**src/rtl/decoder_n_scan.sv**
```systemverilog
// decoder_n_scan: registered N-to-2^N one-hot decoder with output enable and an
// auto-scan mode that walks every output in turn, holding each for DWELL cycles.
module decoder_n_scan #(
  parameter int unsigned N     = 3,
  parameter int unsigned DWELL = 4
) (
  input  logic               i_clk,
  input  logic               i_rst,
  input  logic               i_enable,
  input  logic               i_mode,
  input  logic [N-1:0]       i_addr,
  input  logic               i_load,
  output logic [(1<<N)-1:0]  o_y,
  output logic [N-1:0]       o_idx,
  output logic               o_wrap
);

  localparam int unsigned W  = 1 << N;
  localparam int unsigned CW = (DWELL > 1) ? $clog2(DWELL) : 1;

  localparam logic [CW-1:0] CntLast = CW'(DWELL - 1);
  localparam logic [N-1:0]  IdxLast = {N{1'b1}};

  logic [N-1:0]  r_idx;
  logic [CW-1:0] r_cnt;
  logic [W-1:0]  r_y;
  logic          r_wrap;

  logic [N-1:0]  w_idx_next;
  logic [CW-1:0] w_cnt_next;
  logic          w_wrap_next;
  logic [W-1:0]  w_y_next;

  // Next index / dwell count / wrap, in mode-then-load-then-enable priority.
  always_comb begin
    w_idx_next  = r_idx;
    w_cnt_next  = r_cnt;
    w_wrap_next = 1'b0;
    if (!i_mode) begin
      w_idx_next = i_addr;
      w_cnt_next = '0;
    end else if (i_load) begin
      // Load is honoured even while disabled.
      w_idx_next = i_addr;
      w_cnt_next = '0;
    end else if (!i_enable) begin
      // Freeze scan position and remaining dwell.
      w_idx_next = r_idx;
      w_cnt_next = r_cnt;
    end else if (r_cnt == CntLast) begin
      w_idx_next  = r_idx + N'(1);
      w_cnt_next  = '0;
      w_wrap_next = (r_idx == IdxLast);
    end else begin
      w_cnt_next = r_cnt + CW'(1);
    end
  end

  // One-hot decode of the next index, gated by enable.
  always_comb begin
    w_y_next = '0;
    if (i_enable) begin
      w_y_next = {{(W-1){1'b0}}, 1'b1} << w_idx_next;
    end
  end

  // State registers with synchronous active-high reset.
  always_ff @(posedge i_clk) begin
    if (i_rst) begin
      r_idx  <= '0;
      r_cnt  <= '0;
      r_y    <= '0;
      r_wrap <= 1'b0;
    end else begin
      r_idx  <= w_idx_next;
      r_cnt  <= w_cnt_next;
      r_y    <= w_y_next;
      r_wrap <= w_wrap_next;
    end
  end

  assign o_y    = r_y;
  assign o_idx  = r_idx;
  assign o_wrap = r_wrap;

endmodule

```
**config.mk**
```make
export PLATFORM = sky130hd
export DESIGN_NAME = decoder_n_scan
export DESIGN_NICKNAME = d
export VERILOG_FILES = /design/src/rtl/decoder_n_scan.sv
export SDC_FILE = /design/constraint.sdc
export NUM_CORES = 1
export LEC_CHECK = 0
export BUFFER_PORTS_ARGS = -buffer_cell sky130_fd_sc_hd__clkbuf_2
export CAP_MARGIN = 20
export CORE_ASPECT_RATIO = 0.8
export CORE_MARGIN = 2
export CORE_UTILIZATION = 25
export DETAILED_ROUTE_END_ITERATION = 10
export SYNTH_ARGS = -nofsm -noshare
export SYNTH_HDL_FRONTEND = slang
export SYNTH_SLANG_ARGS = --single-unit
```
**constraint.sdc**
```tcl
create_clock -name i_clk -period 4.49 [get_ports i_clk]
set_input_delay 0.449 -clock i_clk [delete_from_list [all_inputs] [get_ports i_clk]]
set_output_delay 0.449 -clock i_clk [all_outputs]
set_load 0.02 [all_outputs]
```
Word-level counts from Yosys, hierarchy flattened:

Index checks and enable logic that the tools add are counted.

* $add $sub $neg: 2
* equal/unequal tests: 2
* shifts and indexed selects: 1
* multiplexer cells: 5
* bitwise operators: 3
* reductions and logical operators: 3

Operator list (count)
* 3-bit 2-to-1 mux: 4
* 1-bit by 3-bit left shift with 8-bit output, first input constant: 1
* 5-bit OR reduction: 1
* 3-bit by 1-bit adder with 3-bit output, second input constant: 1
* 3-bit == test, second input constant: 1
* 1-bit inverter: 3
* 3-bit OR reduction: 1
* 2-bit by 1-bit adder with 2-bit output, second input constant: 1
* 2-bit == test, second input constant: 1
* 2-bit 2-to-1 mux: 1
* 2-bit OR reduction: 1

* register bits after elaboration: 14
* input bits: 8
* output and inout port bits: 12
* word-level logic and storage cells: 20

Longest topological paths before layout:

Gate-level depths: netlist (run 1).

* depth after elaboration: 6
* gate-level depth with buffers: 6
* mapped depth without buffers: 6

Least setup slack after synthesis (run 1):

Ideal clock, no wire load.

* path type: flip-flop to flip-flop
* from: register r_idx[1] (netlist: o_idx[1])
* to: register r_y[0] (netlist: o_y[0])
* library setup time: 0.100 ns
* arrival time: 1.614 ns
* data required time: 4.390 ns
* path slack: 2.776 ns
* stages on the path, launching flop included: 7
* path buffers: 0
* period minus slack after synthesis: 1.714 ns
* cell sequence: dfxtp_1 > ha_1 > ha_1 > and3_1 > a211oi_4 > o21ai_2 > a2111oi_4

* word-level cells in the longest chain between the ends: 6

Ends and longest elaborated chain
* from (decl): line 24 `logic [N-1:0] r_idx;`
* from (signal assigned): line 75 `r_idx <= w_idx_next;`
* 3-bit by 1-bit adder with 3-bit output: line 51 `w_idx_next = r_idx + N'(1);`
* 3-bit 2-to-1 mux: line 50 `end else if (r_cnt == CntLast) begin`
* 3-bit 2-to-1 mux *: line 46 `end else if (!i_enable) begin`
* 3-bit 2-to-1 mux *: line 42 `end else if (i_load) begin`
* 3-bit 2-to-1 mux *: line 39 `if (!i_mode) begin`
* 1-bit by 3-bit left shift with 8-bit output *: line 63 `w_y_next = {{(W-1){1'b0}}, 1'b1} << w_idx_next;`
* to (signal assigned): line 77 `r_y <= w_y_next;`
* to (decl): line 26 `logic [W-1:0] r_y;`

Every way passes the cells marked *; elsewhere a longest branch is shown, timed or not.
A chain may end at the register's enable or synchronous reset.

Worst setup path in the final report (run 1):

* from: register r_idx[0] (netlist: o_idx[0])
* to: register r_y[0] (netlist: o_y[0])

Same word-level chain as after synthesis.

==> results of run 1 <==
==> critical path: stages, from the launching register on <==
cell and delay (ns):
dfxtp_1 0.35, ha_1 0.22, ha_1 0.28, and3_1 0.21, a211oi_4 0.28, o21ai_2 0.15
a2111oi_4 0.20
==> per-stage QoR <==
| step | hold slack [ns] | instances | total power [W] | setup WS (ns) | utilization |
|---|---|---|---|---|---|
| 2_1_floorplan | 0.502 | 54 | 0.000157 | 2.78 | - |
| 3_3_place_gp | 0.546 | 98 | 0.000167 | 2.79 | 0.307 |
| 3_5_place_dp | 0.525 | 98 | 0.000168 | 2.73 | 0.307 |
| 4_1_cts | 0.375 | 102 | 0.000264 | 2.71 | 0.322 |
| 5_1_grt | 0.381 | 102 | 0.000271 | 2.60 | 0.322 |
| 6_report | 0.379 | 102 | 0.000262 | 2.72 | 0.322 |
==> layout make-up <==
| class | count | area share |
|---|---|---|
| multi-input cells | 37 | 0.419 |
| well taps | 27 | 0.0437 |
| flip-flops and latches | 14 | 0.362 |
| inverters | 1 | 0.00485 |
| repair buffers | 19 | 0.123 |
| clock buffers | 4 | 0.0469 |
==> cells in the final DEF (no fill, tap or decap), types with 2 or more instances in the layout <==
cell type and count:
and3_1 3, dfxtp_1 14, clkbuf_4 3, nand2_1 2, nor2_1 4, clkbuf_2 19, nor3_1 6, nor3b_2 3
o21ai_2 2, ha_1 3
==> cell families (layout without fill, tap and decap cells) <==
logic type                 count (synthesis)  in the layout  synth area share
muxes                                      2              2            0.0385
and+or+nand+nor                           24             24             0.259
DFF                                       14             14             0.453
AOI/OAI and AO/OA                          7              7             0.152
adders and majority gates                  3              3            0.0607
xor gates and xnor gates                   1              1            0.0142
buffers and inverters                      3             24            0.0223
==> sequential cells by signal, indices dropped and copies added (netlist names) <==
signal,cells
o_wrap,1
r_cnt,2
o_y,8
o_idx,3
==> cell usage after synthesis <==
master and count:
a2111oi_4 1, a211oi_4 1, a21oi_1 1, and3_1 3, buf_2 2, dfxtp_1 14
ha_1 3, inv_1 1, mux2i_1 1, mux2i_2 1, nand2_1 2, nand2_2 1
nand2b_2 1, nand3_1 1, nor2_1 4, nor2b_2 1, nor3_1 6, nor3_2 1
nor3b_2 3, nor4_2 1, o21a_2 1, o21a_4 1, o21ai_2 2, xor2_1 1
==> layer usage <==
layer / global-route usage / up-vias / wire length [um]
met1: 0.106 / 204 / 571
li1: - / 234 / -
met5: 0 / - / 0
met2: 0.165 / 11 / 575
met4: 0.0889 / 0 / 55
met3: 0.0241 / 5 / 48
==> power groups by stage <==
| stage | sequential (W) | clock (W) | combinational, W |
|---|---|---|---|
| detailed placement | 0.000133 | 0 | 0.0000350 |
| global route | 0.000131 | 0.000102 | 0.0000379 |
| CTS | 0.000130 | 0.0000988 | 0.0000350 |
| global placement | 0.000133 | 0 | 0.0000342 |
| finish | 0.000130 | 0.0000966 | 0.0000348 |
| floorplan | 0.000137 | 0 | 0.0000203 |
==> path summary, 6_finish.rpt <==
path,end,slack (ns),cells past startpoint
setup reg to reg,o_y[0]$_SDFF_PP0_,2.72,6
setup / recovery,o_y[0]$_SDFF_PP0_,2.72,6
hold / removal,o_y[0]$_SDFF_PP0_,0.38,2
hold reg to reg,r_cnt[1]$_SDFFE_PP0P_,0.54,2
==> impl_metrics.toml, run 1 <==
[outcome]
status = "finished, final reports clean"

[power]
ir_drop_v = 0.000101
combPwrFrac = 0.133
p_leak_nw = 0.336
swShare = 0.273
p_clk_frac = 0.369
internal_power_w = 0.000190
switchingPower_w = 0.0000713
seq_power_share = 0.498
powerDensity_nw_per_um2 = 338

[grt]
grt-ovfl-total = 0
grt_max_degree = 13
grt_pass1_wl_um = 2060
grt_pass1_vias = 474
grt_usage = 0.102
grt_antenna_before_repair = 0

[placed_design]
dp_hpwl_um = 976
portBuffers = 19
finalWeightedCongestion = 0.717
placed_area_um2 = 737

[cts]
cts_tree = "done"
cts.sinks = 14
cts-hold-fix-buffers = 0
postCtsResizedCells = 0
clockBufferDepth = 2
path_clk_slew_ns = 0.09
numCtsBuffers = 3
root_buffer = "clkbuf_4"
cts-htree-levels = 1
postCtsSetupRepairBufs = 0
clkLatencyLatePin_ns = 0.30

[final_layout]
antennaDiodeCount = 0
regArea_um2 = 280
drive_above_1_share = 0.507
nets = 87
area_growth_pct = 25.1
fill_cells = 262
fin_area_um2 = 773
multi_input_area_um2 = 324

[timing]
finalCritPeriodShare = 0.394
slew_headroom = 0.782
clock.fmax_mhz = 565
min_period_ns = 1.77
finalMaxSlewViolations = 0
rsz0062_at_grt = "no"
worstMarginPinSlew_ns = 0.327
finClkSkew_ns = 0.00557
setup_viol = 0
tns_ns = 0
finalHoldViolCount = 0

[floorplan]
fp.coreArea_um2 = 2400
die_h_um = 48.5
die-width_um = 59.6
io_pins = 20
initial_core_util = 0.257
row_count = 16
die-area_um2 = 2890

[critical_path]
cp.arrival_ns = 1.98
critPathKind = "reg2reg"
reg2reg_from = "o_idx[0]$_SDFF_PP0_"
crit_start = "o_idx[0]$_SDFF_PP0_"
crit_path_max_fanout = 4
start_kind = "flop"
crit_path_end_kind = "flop"
crit_required_ns = 4.70

[drt]
drc = 0
viasPerCell = 4.45
drt-pass1-iter-count = 3
routed_wirelength_um = 1250
drtIter0Drc = 3
vias = 454
ant_nets = 0
wl_per_cell_um = 12.3

[yosys]
synth-seq-cells = 14
synth_top_area_frac = 0.453
synth.avg_cell_area_um2 = 11.4
postSynthCellCount = 54
synth_area_leader_cell = "dfxtp_1"
yosysUniqueCellTypes = 24
synth.cell_area_um2 = 618
netlist_top_cells_area = "dfxtp_1, ha_1, nor3b_2, nor3_1, a2111oi_4"
yosysWarnings = 0
yosysSeqAreaShare = 0.453
syn-num-nets = 65

[hold_path]
min_from = "i_addr[0]"
hold_class = "in2reg"

[run]
maxCapViolations = 0
Note: power is estimated with default switching activity, not from simulation.
==> run 2: changes to the inputs <==
==> constraint.sdc (replaced) <==
create_clock -name i_clk -period 1.47 [get_ports i_clk]
set_input_delay 0.147 -clock i_clk [delete_from_list [all_inputs] [get_ports i_clk]]
set_output_delay 0.147 -clock i_clk [all_outputs]
set_load 0.02 [all_outputs]
==> run 2 against run 1 <==
The run now ends with negative setup slack left. Setup slack worse by 2.8 ns. Combinational power rose to 3.5 times the previous value. Via count up 6.8%. Final cell count up 4.9%. Critical path type unchanged.
==> impl_metrics.toml, run 2 (synthesis results as in run 1) <==
[final_layout]
final_cells = 107
mostFrequentLayoutCells = "clkbuf_2, dfxtp_1, nor3_1"
fill_cells = 245
drive_above_1_share = 0.625
area_growth_pct = 39.1
nets = 92
largest_reg_flops = 8
finalCoreUtilization = 0.358
final_common_cell = "clkbuf_2"
antennaDiodeCount = 0

[drt]
drt-pass1-iter-count = 2
drtIter0Drc = 2
routed_wirelength_um = 1270
vias = 485
ant_nets = 0
drc = 0
wl_per_cell_um = 11.9
viasPerCell = 4.53

[hold_path]
hold_class = "in2reg"

[power]
swShare = 0.259
p_leak_nw = 0.356
finalPower_w = 0.000797
ir_drop_v = 0.000322
switchingPower_w = 0.000206
powerDensity_nw_per_um2 = 927
combPwrFrac = 0.152
seq_power_share = 0.500
p_clk_frac = 0.348
internal_power_w = 0.000591

[floorplan]
die-width_um = 59.6
die_h_um = 48.5
initial_core_util = 0.257
io_pins = 20
fp.coreArea_um2 = 2400
die-area_um2 = 2890
row_count = 16

[grt]
grt_pass1_vias = 506
grt_max_degree = 9
grt-ovfl-total = 0
grt_antenna_before_repair = 0
grt_pass1_wl_um = 2300
top_usage_layer = "met1"
gr-usage-met2 = 0.147
grtUsageMet1 = 0.148
met3_usage = 0.0241
grt_usage = 0.105

[critical_path]
max_stage_delay_ns = 0.36
cp.arrival_ns = 1.72
crit_required_ns = 1.66
critPathKind = "reg2reg"
crit_path_end_kind = "flop"
cp_cell_sequence = "ha_4 -> ha_4 -> and3_4 -> a211oi_4 -> o21ai_4 -> a2111oi_4"
critPathMostFrequentCell = "ha_4"
cpMaxStageDelayCell = "dfxtp_4"
start_kind = "flop"
reg2reg_setup_slack_ns = -0.06
crit_path_max_fanout = 4

[timing]
setup_viol = 4
finalCritPeriodShare = 1.04
tns_ns = -0.113
finalHoldViolCount = 0
clock.fmax_mhz = 652
slew_headroom = 0.805
finClkSkew_ns = 0.000859
layout_setup_ws_ns = -0.0643
worstMarginPinSlew_ns = 0.291
min_period_ns = 1.53
finalMaxSlewViolations = 0
rsz0062_at_grt = "yes"

[outcome]
failed_checks = "negative setup slack"
status = "finished, violations left"

[placed_design]
dp.cells = 103
finalWeightedCongestion = 0.780
portBuffers = 19
dp_hpwl_um = 979

[run]
maxCapViolations = 0

[cts]
cts-hold-fix-buffers = 0
clkLatencyLatePin_ns = 0.28
cts.sinks = 14
cts_tree = "done"
clockBufferDepth = 2
path_clk_slew_ns = 0.08
cts-htree-levels = 1
numCtsBuffers = 3
root_buffer = "clkbuf_4"
-- run 2: metal layers --
metal / part of all wire / up-vias
met5: 0 / -
li1: - / 244
met3: 0.062 / 4
met2: 0.43 / 13
met1: 0.48 / 224
met4: 0.022 / 0
-- run 2: cell type report --
cell class	instances	area [um2]	area share
multi-input combinational	37	364	0.424
sequential	14	289	0.336
timing repair buffer	24	133	0.154
clock buffer	4	36.3	0.0422
tap	27	33.8	0.0393
inverter	1	3.75	0.00437
-- run 2: worst max-delay path: cells and delay by family (launching register included) --
kind	cells	cell delay, ns
adders and majority gates	2	0.36
DFF	1	0.36
AOI/OAI and AO/OA	3	0.57
and+or+nand+nor	1	0.15
-- run 2: worst paths after layout --
| kind | startpoint | end | depth (start not counted) |
|---|---|---|---|
| max | o_idx[1]$_SDFF_PP0_ | o_y[0]$_SDFF_PP0_ | 6 |
| min | i_addr[0] | o_y[0]$_SDFF_PP0_ | 2 |
| max reg2reg | o_idx[1]$_SDFF_PP0_ | o_y[0]$_SDFF_PP0_ | 6 |
| min reg2reg | r_cnt[1]$_SDFFE_PP0P_ | r_cnt[1]$_SDFFE_PP0P_ | 2 |
-- run 2: power by group through the flow --
| stage | sequential [W] | clock (W) | combinational [W] |
|---|---|---|---|
| after detailed placement | 0.000407 | 0 | 0.000123 |
| after floorplan | 0.000421 | 0 | 0.0000679 |
| after global routing | 0.000400 | 0.000308 | 0.000133 |
| after global placement | 0.000407 | 0 | 0.000120 |
| after CTS | 0.000399 | 0.000288 | 0.000123 |
| final | 0.000398 | 0.000277 | 0.000121 |
-- run 2: what timing repair did --
item,4_1_cts,5_1_grt
endpoints found under the hold margin,0,0
pin swaps,1,1
endpoints found under the setup margin,6,9
gates resized for setup,0,1
setup buffers,0,0
-- run 2: stage by stage --
stage,area (um2),setup slack [ns],hold WS (ns)
2_1_floorplan,664,-0.0209,0.238
3_3_place_gp,821,-0.0263,0.387
3_5_place_dp,821,-0.0480,0.388
4_1_cts,857,-0.0688,0.0827
5_1_grt,860,-0.166,0.0879
6_report,860,-0.0643,0.0892
